<file path="src/rtl/dac_spi_pkg.sv">
// ============================================================================
// dac_spi_pkg
// Shared definitions for the DAC configuration SPI link: the receiver FSM
// state encoding, the synchronizer depth used on every asynchronous serial
// input, and the default frame/timeout sizes.
// ============================================================================
package dac_spi_pkg;

    // Receiver FSM states
    typedef enum logic [1:0] {
        IDLE  = 2'd0,
        SHIFT = 2'd1,
        CHECK = 2'd2,
        ABORT = 2'd3
    } state_t;

    // Number of flops between an asynchronous pin and the first usable copy
    localparam int SYNC_DEPTH = 2;

    // Default sizing of the receiver
    localparam int SHIFT_REG_WIDTH_MAX_DEF = 16;
    localparam int TIMEOUT_CYCLES_DEF      = 1000;

endpackage

</file>
<file path="src/rtl/dac_spi_s2p_receiver_if.sv">
// ============================================================================
// dac_spi_s2p_receiver_if
// Bundles the serial SPI pins, the programmed frame width and the receiver's
// parallel results into one interface.
//   master : drives Serial_clk/Serial_data/Serial_data_en and S2P_Width,
//            observes S2P_DATA_OUT/S2P_Valid/S2P_Err/S2P_BUSY
//   slave  : the receiver side (directions reversed)
// ============================================================================
interface dac_spi_s2p_receiver_if
    import dac_spi_pkg::*;
#(
    parameter int SHIFT_REG_WIDTH_MAX = SHIFT_REG_WIDTH_MAX_DEF
);
    localparam int WIDTH_W = $clog2(SHIFT_REG_WIDTH_MAX + 1);

    logic [WIDTH_W-1:0]             S2P_Width;
    logic                           Serial_clk;
    logic                           Serial_data;
    logic                           Serial_data_en;
    logic [SHIFT_REG_WIDTH_MAX-1:0] S2P_DATA_OUT;
    logic                           S2P_Valid;
    logic                           S2P_Err;
    logic                           S2P_BUSY;

    modport master (
        output S2P_Width, Serial_clk, Serial_data, Serial_data_en,
        input  S2P_DATA_OUT, S2P_Valid, S2P_Err, S2P_BUSY
    );

    modport slave (
        input  S2P_Width, Serial_clk, Serial_data, Serial_data_en,
        output S2P_DATA_OUT, S2P_Valid, S2P_Err, S2P_BUSY
    );

endinterface

</file>
<file path="src/rtl/sync_edge_det.sv">
// ============================================================================
// sync_edge_det
// Brings one asynchronous input into the clk domain through SYNC_DEPTH flops,
// then keeps one more flop of history to produce single-cycle rise/fall pulses.
// RESET_VAL sets every flop of the chain, so an input already at that level
// when reset is released produces no edge.
//   clk, rst : system clock, asynchronous active-high reset
//   i_async  : asynchronous input
//   o_sync   : synchronized level
//   o_rise   : one-cycle pulse on a synchronized 0->1 transition
//   o_fall   : one-cycle pulse on a synchronized 1->0 transition
// ============================================================================
module sync_edge_det
    import dac_spi_pkg::*;
#(
    parameter logic RESET_VAL = 1'b0
) (
    input  logic clk,
    input  logic rst,
    input  logic i_async,
    output logic o_sync,
    output logic o_rise,
    output logic o_fall
);

    logic [SYNC_DEPTH-1:0] r_sync;
    logic                  r_prev;

    // Synchronizer chain followed by a history flop for edge detection
    always_ff @(posedge clk or posedge rst) begin
        if (rst) begin
            r_sync <= {SYNC_DEPTH{RESET_VAL}};
            r_prev <= RESET_VAL;
        end else begin
            r_sync <= {r_sync[SYNC_DEPTH-2:0], i_async};
            r_prev <= r_sync[SYNC_DEPTH-1];
        end
    end

    assign o_sync = r_sync[SYNC_DEPTH-1];
    assign o_rise = o_sync & ~r_prev;
    assign o_fall = ~o_sync & r_prev;

endmodule

</file>
<file path="src/rtl/dac_spi_s2p_receiver.sv">
// ============================================================================
// dac_spi_s2p_receiver
// Oversampling SPI serial-to-parallel receiver. Assembles MSB-first frames of
// S2P_Width bits and reports each one as a valid word or as an error
// (wrong length, overflow, or Serial_clk stalled mid-frame).
//   clk  : system clock (120 MHz)
//   rst  : asynchronous active-high reset
//   s2p  : slave side of dac_spi_s2p_receiver_if
//          in : S2P_Width, Serial_clk, Serial_data, Serial_data_en
//          out: S2P_DATA_OUT, S2P_Valid, S2P_Err, S2P_BUSY
// ============================================================================
module dac_spi_s2p_receiver
    import dac_spi_pkg::*;
#(
    parameter int SHIFT_REG_WIDTH_MAX = SHIFT_REG_WIDTH_MAX_DEF,
    parameter int TIMEOUT_CYCLES      = TIMEOUT_CYCLES_DEF
) (
    input logic                   clk,
    input logic                   rst,
    dac_spi_s2p_receiver_if.slave s2p
);

    localparam int WIDTH_W = $clog2(SHIFT_REG_WIDTH_MAX + 1);
    localparam int CNT_W   = $clog2(TIMEOUT_CYCLES);
    localparam logic [WIDTH_W-1:0] MAX_BITS = WIDTH_W'(SHIFT_REG_WIDTH_MAX);
    localparam logic [CNT_W-1:0]   TO_LAST  = CNT_W'(TIMEOUT_CYCLES - 1);

    state_t                         r_state;
    state_t                         w_stateNext;
    logic [SHIFT_REG_WIDTH_MAX-1:0] r_shift;
    logic [WIDTH_W-1:0]             r_bitCnt;
    logic                           r_overflow;
    logic [CNT_W-1:0]               r_toCnt;
    logic [SHIFT_REG_WIDTH_MAX-1:0] r_dataOut;
    logic                           r_valid;
    logic                           r_err;

    logic w_enSync, w_enRise, w_enFall;
    logic w_sclkSync, w_sclkRise, w_sclkFall;
    logic w_sdiSync, w_sdiRise, w_sdiFall;
    logic w_timeout;
    logic w_frameGood;
    logic w_unused;

    // Enable resets high so an enable already asserted at reset release is
    // not mistaken for the start of a frame.
    sync_edge_det #(.RESET_VAL(1'b1)) u_enSync (
        .clk(clk), .rst(rst), .i_async(s2p.Serial_data_en),
        .o_sync(w_enSync), .o_rise(w_enRise), .o_fall(w_enFall)
    );

    sync_edge_det #(.RESET_VAL(1'b0)) u_sclkSync (
        .clk(clk), .rst(rst), .i_async(s2p.Serial_clk),
        .o_sync(w_sclkSync), .o_rise(w_sclkRise), .o_fall(w_sclkFall)
    );

    // Data uses the same depth as the clock so the sampled bit lines up with
    // the detected clock edge.
    sync_edge_det #(.RESET_VAL(1'b0)) u_sdiSync (
        .clk(clk), .rst(rst), .i_async(s2p.Serial_data),
        .o_sync(w_sdiSync), .o_rise(w_sdiRise), .o_fall(w_sdiFall)
    );

    assign w_unused = ^{w_sclkSync, w_sclkFall, w_sdiRise, w_sdiFall};

    // A stall only counts if neither a clock edge nor the end of the frame
    // arrives in the same cycle; both of those take precedence.
    assign w_timeout = (r_state == SHIFT) && !w_sclkRise && !w_enFall &&
                       (r_toCnt == TO_LAST);

    // A frame is accepted only with the exact programmed length, a legal
    // programmed length, and no bits dropped to overflow.
    assign w_frameGood = (r_bitCnt == s2p.S2P_Width) &&
                         (s2p.S2P_Width != '0) &&
                         (s2p.S2P_Width <= MAX_BITS) &&
                         !r_overflow;

    // FSM state register
    always_ff @(posedge clk or posedge rst) begin
        if (rst) begin
            r_state <= IDLE;
        end else begin
            r_state <= w_stateNext;
        end
    end

    // FSM next-state logic
    always_comb begin
        w_stateNext = r_state;
        case (r_state)
            IDLE: begin
                if (w_enRise) begin
                    w_stateNext = SHIFT;
                end
            end
            SHIFT: begin
                if (w_enFall) begin
                    w_stateNext = CHECK;
                end else if (w_timeout) begin
                    w_stateNext = ABORT;
                end
            end
            CHECK: begin
                w_stateNext = IDLE;
            end
            ABORT: begin
                if (!w_enSync) begin
                    w_stateNext = IDLE;
                end
            end
            default: begin
                w_stateNext = IDLE;
            end
        endcase
    end

    // Datapath: shift register, bit/timeout counters and registered result
    // pulses. Valid and error are defaulted low so each is a single cycle.
    always_ff @(posedge clk or posedge rst) begin
        if (rst) begin
            r_shift    <= '0;
            r_bitCnt   <= '0;
            r_overflow <= 1'b0;
            r_toCnt    <= '0;
            r_dataOut  <= '0;
            r_valid    <= 1'b0;
            r_err      <= 1'b0;
        end else begin
            r_valid <= 1'b0;
            r_err   <= 1'b0;
            case (r_state)
                IDLE: begin
                    if (w_enRise) begin
                        r_shift    <= '0;
                        r_bitCnt   <= '0;
                        r_overflow <= 1'b0;
                        r_toCnt    <= '0;
                    end
                end
                SHIFT: begin
                    if (w_sclkRise) begin
                        r_toCnt <= '0;
                        if (r_bitCnt < MAX_BITS) begin
                            r_shift  <= {r_shift[SHIFT_REG_WIDTH_MAX-2:0], w_sdiSync};
                            r_bitCnt <= r_bitCnt + 1'b1;
                        end else begin
                            r_overflow <= 1'b1;
                        end
                    end else if (w_timeout) begin
                        r_err <= 1'b1;
                    end else if (r_toCnt != TO_LAST) begin
                        r_toCnt <= r_toCnt + 1'b1;
                    end
                end
                CHECK: begin
                    if (w_frameGood) begin
                        r_dataOut <= r_shift;
                        r_valid   <= 1'b1;
                    end else begin
                        r_err <= 1'b1;
                    end
                end
                default: begin
                end
            endcase
        end
    end

    assign s2p.S2P_DATA_OUT = r_dataOut;
    assign s2p.S2P_Valid    = r_valid;
    assign s2p.S2P_Err      = r_err;
    assign s2p.S2P_BUSY     = (r_state != IDLE);

endmodule

</file>
<file path="src/flat_wrapper.sv">
// flat-port wrapper written by rule: the top's interface ports become plain ports
module dac_spi_s2p_receiver_flat import dac_spi_pkg::*;
#(
    parameter int SHIFT_REG_WIDTH_MAX = SHIFT_REG_WIDTH_MAX_DEF,
    parameter int TIMEOUT_CYCLES      = TIMEOUT_CYCLES_DEF
)
  (clk, rst, s2p_S2P_Width, s2p_Serial_clk, s2p_Serial_data, s2p_Serial_data_en, s2p_S2P_DATA_OUT, s2p_S2P_Valid, s2p_S2P_Err, s2p_S2P_BUSY);
  dac_spi_s2p_receiver_if #(.SHIFT_REG_WIDTH_MAX(SHIFT_REG_WIDTH_MAX)) s2p_i ();
  input logic clk;
  input logic rst;
  input wire logic [$bits(s2p_i.S2P_Width)-1:0] s2p_S2P_Width;
  input wire logic [$bits(s2p_i.Serial_clk)-1:0] s2p_Serial_clk;
  input wire logic [$bits(s2p_i.Serial_data)-1:0] s2p_Serial_data;
  input wire logic [$bits(s2p_i.Serial_data_en)-1:0] s2p_Serial_data_en;
  output wire logic [$bits(s2p_i.S2P_DATA_OUT)-1:0] s2p_S2P_DATA_OUT;
  output wire logic [$bits(s2p_i.S2P_Valid)-1:0] s2p_S2P_Valid;
  output wire logic [$bits(s2p_i.S2P_Err)-1:0] s2p_S2P_Err;
  output wire logic [$bits(s2p_i.S2P_BUSY)-1:0] s2p_S2P_BUSY;
  assign s2p_i.S2P_Width = s2p_S2P_Width;
  assign s2p_i.Serial_clk = s2p_Serial_clk;
  assign s2p_i.Serial_data = s2p_Serial_data;
  assign s2p_i.Serial_data_en = s2p_Serial_data_en;
  assign s2p_S2P_DATA_OUT = s2p_i.S2P_DATA_OUT;
  assign s2p_S2P_Valid = s2p_i.S2P_Valid;
  assign s2p_S2P_Err = s2p_i.S2P_Err;
  assign s2p_S2P_BUSY = s2p_i.S2P_BUSY;
  dac_spi_s2p_receiver #(.SHIFT_REG_WIDTH_MAX(SHIFT_REG_WIDTH_MAX), .TIMEOUT_CYCLES(TIMEOUT_CYCLES)) u_core (.clk(clk), .rst(rst), .s2p(s2p_i));
endmodule
</file>
<file path="config.mk">
export PLATFORM = sky130hd
export DESIGN_NAME = dac_spi_s2p_receiver_flat
export DESIGN_NICKNAME = d
export VERILOG_FILES = /design/src/rtl/dac_spi_pkg.sv /design/src/rtl/dac_spi_s2p_receiver_if.sv /design/src/rtl/sync_edge_det.sv /design/src/rtl/dac_spi_s2p_receiver.sv /design/src/flat_wrapper.sv
export SDC_FILE = /design/constraint.sdc
export NUM_CORES = 1
export LEC_CHECK = 0
export ABC_AREA = 1
export BUFFER_PORTS_ARGS = -buffer_cell sky130_fd_sc_hd__buf_2
export CAP_MARGIN = 20
export CORE_AREA = 2 2 74 94
export CTS_BUF_LIST = sky130_fd_sc_hd__clkbuf_8
export CTS_CLUSTER_SIZE = 30
export DETAILED_ROUTE_END_ITERATION = 7
export DIE_AREA = 0 0 76 96
export PLACE_DENSITY = 0.61
export SYNTH_ARGS = -nofsm -noshare
export SYNTH_HDL_FRONTEND = slang
export SYNTH_SLANG_ARGS = --single-unit
</file>
<file path="constraint.sdc">
create_clock -name clk -period 4.75 [get_ports clk]
set_input_delay 1.425 -clock clk [delete_from_list [all_inputs] [get_ports clk]]
set_output_delay 1.425 -clock clk [all_outputs]
set_load 0.05 [all_outputs]
</file>
After elaboration in Yosys (flattened, before gate mapping). Index checks and enable logic that the tools add are counted.

Flip-flop bits (word level): 60. Input port bits: 10. Output and inout bits: 19. Word-level logic and storage cells: 83.

Add/subtract/negate cells: 2. $lt $le $gt $ge: 2. Eq/ne operators: 14. Multiplexer cells: 28. Bitwise operators: 6. Reduce and logical (&&, ||, !) cells: 18.

Operators with widths (count): 2-to-1 mux 16 bit (3); 2-to-1 mux 10 bit (4); case mux 16 bit (2 select lines) (1); case mux 10 bit (2 select lines) (1); 2-to-1 mux 5 bit (3); AND reduction 4 bit (3); adder 10 x 1 -> 10 bit, second input constant (1); == test 10 bit, second input constant (1); != test 10 bit, second input constant (1); case mux 5 bit (2 select lines) (1); 2-to-1 mux 1 bit (8); 2-to-1 mux 2 bit (4); != test 2 bit, second input constant (4); case mux 2 bit (4 select lines) (1); logical AND 1 bit (6); != test 3 x 2 -> 1 bit, second input constant (2); adder 5 x 1 -> 5 bit, second input constant (1); == test 5 bit (1); less-or-equal comparator 5 bit, second input constant (1); less-than comparator 5 bit, second input constant (1); nonzero test 5 bit (1); == test 2 bit, second input constant (2); case mux 1 bit (2 select lines) (2); nonzero test 2 bit (2); other kinds (9) (15).

Depth between registers and ports, before layout.
Depth after elaboration: 9. Mapped depth: 10.

By module. Synthesis repeated with hierarchy kept, for this count alone.

Cell total of the unflattened synthesis: 320. Area total of the unflattened synthesis: 2885.3 um^2.

By module, submodules not included: dac_spi_s2p_receiver (times used 1, cells an instance 296, area an instance 2600.0 um^2, sequential area each 1301.2 um^2); sync_edge_det at u_core.u_sclkSync ... (times used 2, cells an instance 8, area an instance 93.8 um^2, sequential area each 75.1 um^2); sync_edge_det at u_core.u_enSync (times used 1, cells an instance 8, area an instance 97.6 um^2, sequential area each 78.8 um^2).

Least setup slack after synthesis. OpenSTA, ideal clock, no wires.

Path kind: register to output. Start point: register u_core.r_state[0]. End point: output s2p_S2P_BUSY. Arrival: 1027 ps. Required time: 3325 ps. Path slack: 2298 ps. Stages on the path, launching flop included: 4. Cell sequence: dfrtp_1 > inv_1 > ha_1 > inv_1.

Word-level cells in the longest chain between the ends: 1.

RTL lines: from (decl) (line dac_spi_s2p_receiver.sv:28) `state_t r_state;`; from (signal assigned) (line dac_spi_s2p_receiver.sv:83) `r_state <= w_stateNext;`; nonzero test 2 bit (line dac_spi_s2p_receiver.sv:172) `assign s2p.S2P_BUSY = (r_state != IDLE);`; to (decl) (line flat_wrapper.sv:18) `output wire logic [$bits(s2p_i.S2P_BUSY)-1:0] s2p_S2P_BUSY;`.

Every way passes these cells.

Final worst setup path. Same ends and word-level chain as after synthesis.

==> metrics.log <==
[metrics] count of hold buffers inserted by post-cts repair: 0
[metrics] Setup crit end kind: output port
[metrics] arithmetic-cell share of the synthesized area counting full adders, half adders and majority gates: 3.562%
[metrics] Inserted Clock Buffers: 9
[metrics] leakage component of the power: approximately 1.7 nW
[metrics] router iterations before antenna repair: 4
[metrics] hpwl dp: roughly 3700 µm
[metrics] CTS tree: built
[metrics] post-synth top area cell: dfrtp_1
[metrics] dominant combinational cell family by area after synthesis: simple AND/OR/NAND/NOR gates
[metrics] layout cells sized above 1: roughly 17%
[metrics] kind of launch point of the worst setup path: flip-flop
[metrics] number of top-level pins: 29
[metrics] prevailing post-synth register cell: dfrtp_1
[metrics] placeable core region: 6400 µm²
[metrics] number of global-route vias before repair: 2,168
[metrics] fraction of registers with async set/reset: 100.0%
[metrics] final critical path time including I/O delays and setup: 2.842 ns
[metrics] clock tree root buffer cell: clkbuf_8
[metrics] number of setup buffers added after CTS: 0
[metrics] GR Util met3: under 10%
[metrics] Synth Area in XOR/XNOR: 1.247%
[metrics] number of warnings printed during yosys synthesis: 0
[metrics] cell types with the largest area share after synthesis: dfrtp_1 (51%), nand2_1 (15%), inv_1 (4.9%)
[metrics] number of flops mapped to enable cells by yosys: 0
[metrics] worst slack on hold paths: 0.3495 ns
[metrics] busiest layer in global routing: met2
[metrics] worst setup skew after layout: 0.009202 ns
[metrics] reg-to-reg setup timing slack: approximately 2.5 ns
[metrics] commonest cells in the synthesized netlist: nand2_1 (111), dfrtp_1 (57), inv_1 (37)
[metrics] Die Span Y: 96 µm
[metrics] measured slew at the worst slew-check pin: 0.7944 ns
[metrics] clock network latency to the later pin of the worst-skew pair: 0.33 ns
[metrics] critical path required time: 3.32 ns
[metrics] Die Area: 7296 µm²
[metrics] highest ir drop seen on vdd: 254.8 µV
[metrics] CTS Sinks: 60
[metrics] library cell with the highest instance count after synthesis: nand2_1
[metrics] Overflow after GRT: 0
[metrics] htree depth: 3
[metrics] setup TNS: 0 ns
[metrics] compound-gate portion of the synthesized area: 7.658%
[metrics] layout net count: 379
[metrics] share of the clock period used by the worst path: approximately 60%
[metrics] Resized cells post-CTS: 0
[metrics] GPL Wtd Cong: 0.7657
[metrics] worst relative slew slack: 46.96%
[metrics] post-DR vias/cell: 4.759
[metrics] number of antenna violations at the first check in global routing: 0
[metrics] row count: 33
[metrics] Worst Path Arrival: between 1 and 1.5 ns
[metrics] largest net degree at the start of global routing: 40
[metrics] Avg Cell Area, Syn: around 8.6 µm²
[metrics] first-pass GRT wire length: 9397 µm
[metrics] final setup fails: 0
[metrics] final non-filler cell area: around 3200 µm²
[metrics] clock transition at the registers of the reported paths: 0.06 ns
[metrics] Buffers on Ports: 28
[metrics] placed standard-cell area: slightly above 3000 µm²
[metrics] DR iter-0 viols: ~80
[metrics] Mapped Area: ~2800 µm²
[metrics] register area share after synthesis: between 50% and 60%
[metrics] GR Layer Usage met2: 28.50%
[metrics] via count: 2,156
[metrics] maximum number of buffers from clock root to sink: 2
[metrics] final hold vios: 0
[metrics] worst-path maximum fanout: 5
[metrics] Max Slew Vio Count: 0
[metrics] power density relative to cell area: 432.4 nW/µm²
[metrics] post-synthesis mux area share: 0%
[metrics] total inserted antenna cells: 0
[metrics] Placed Instances: 437
[metrics] Final Core Density: 49.87%
[metrics] RSZ-0062 raised after global routing: false
[metrics] Cells after Synth: 328
[metrics] Worst Hold Class: reg2reg
[metrics] overall routed net length: 5209 µm
[metrics] worst slack at placement: 2.070 ns
[metrics] fraction of the mapped netlist area in simple logic gates: between 20% and 30%
[metrics] Total Power Consumption: between 1 and 1.5 mW
[metrics] synthesized netlist net count: 346
[metrics] max-capacitance violation count: 0
[metrics] initial core utilization: a little over two fifths
[metrics] flip-flop and latch count after synthesis: 60
[metrics] Die W: ~76 µm
[metrics] fraction of synthesized cell area taken by the top area cell type: between 50 and 60%
[metrics] number of antenna-violating nets in the routed design: 0
[metrics] outcome: complete, no violations
[metrics] number of unique standard cell types used by synthesis: 29
[metrics] non-filler instance count after layout: 453
[metrics] final worst-path setup slack: 1.908 ns
[metrics] category of the critical setup timing path: reg2out
[metrics] peak clock frequency supported by timing: about 0.35 GHz
[metrics] Wirelength per Cell: 11.50 µm
[metrics] area added between synthesis and finish: 13.58%
[metrics] overall global routing resource usage: between 10% and 20%
[metrics] total DRC errors in the routed layout: 0
[metrics] Global Route met1 Usage: about a fifth
## layout make-up
| cell class | instances | area, µm² |
|---|---|---|
| Fill cell | 616 | 3208 |
| Multi-Input combinational cell | 220 | 1109 |
| Clock buffer | 10 | 137.6 |
| Clock inverter | 6 | 26.28 |
| Tap cell | 87 | 108.9 |
| Timing Repair Buffer | 30 | 155.1 |
| Inverter | 40 | 150.1 |
| Sequential cell | 60 | 1505 |
## critical path, cell delays in order, from the launching register on
cell and delay, ns:
dfrtp_1 0.42, inv_1 0.10, ha_1 0.25, inv_1 0.06, buf_2 0.25
## registers in the layout, indices dropped and copies added (netlist names)
signal and count:
u_core.u_sclkSync.r_prev 1, u_core.u_sclkSync.r_sync 2, u_core.r_shift 16, u_core.u_enSync.r_prev 1
u_core.r_overflow 1, u_core.r_toCnt 10, u_core.s2p.S2P_Valid 1, u_core.u_sdiSync.r_sync 2
u_core.r_state 2, u_core.s2p.S2P_Err 1, u_core.r_bitCnt 5, u_core.u_enSync.r_sync 2
u_core.s2p.S2P_DATA_OUT 16
## routing by layer
layer | part of all wire [%] | up-vias
met5 | 0 | -
li1 | - | 1112
met4 | 2.0 | 0
met2 | 48 | 37
met1 | 47 | 996
met3 | 3.0 | 11
## final timing paths
check,start,end,depth (start not counted)
worst max-delay path,u_core.r_state[0],s2p_S2P_BUSY,4
worst min-delay path,u_core.u_sclkSync.r_sync[0],u_core.u_sclkSync.r_sync[1],0
worst max register to register,u_core.r_state[1],u_core.r_shift[3],8
worst min register to register,u_core.u_sclkSync.r_sync[0],u_core.u_sclkSync.r_sync[1],0
max in group asynchronous,rst,u_core.r_toCnt[4],3
min in group asynchronous,rst,u_core.s2p.S2P_DATA_OUT[0],2
## power by group
part / leakage, nW / switching [mW] / total, mW / internal (mW)
combinational: 0.771 / 0.298 / 0.401 / 0.103
sequential: 0.809 / 0.0418 / 0.600 / 0.558
clock: 0.0996 / 0.184 / 0.379 / 0.195
## cell usage in the layout, fill, tap and decap left out
cell and instances:
nand3_4 1, buf_4 2, dfstp_2 3, inv_1 39, nand2_1 111, a21oi_1 4, nor2_1 15, ha_1 8
o21ai_2 2, nor3b_1 1, nand4_2 1, o31ai_1 2, nand3_1 24, dfrtp_1 57, clkinv_2 3, nand3_2 1
xnor2_1 1, or2_2 1, nor2_2 2, nand4_1 9, nor2_8 1, o21ai_1 8, xor2_1 3, clkbuf_8 10
o21ai_0 20, buf_2 28, inv_2 4, nor2_4 2, o21bai_1 3
## cell families (layout without fill, tap and decap cells)
family | count (synthesis) | count (layout)
xor gates and xnor gates | 4 | 4
DFF | 60 | 60
AOI/OAI and AO/OA | 39 | 39
adders and majority gates | 8 | 8
and+or+nand+nor | 169 | 169
buffers and inverters | 48 | 86
No activity file was read; power rests on OpenSTA's default activity.
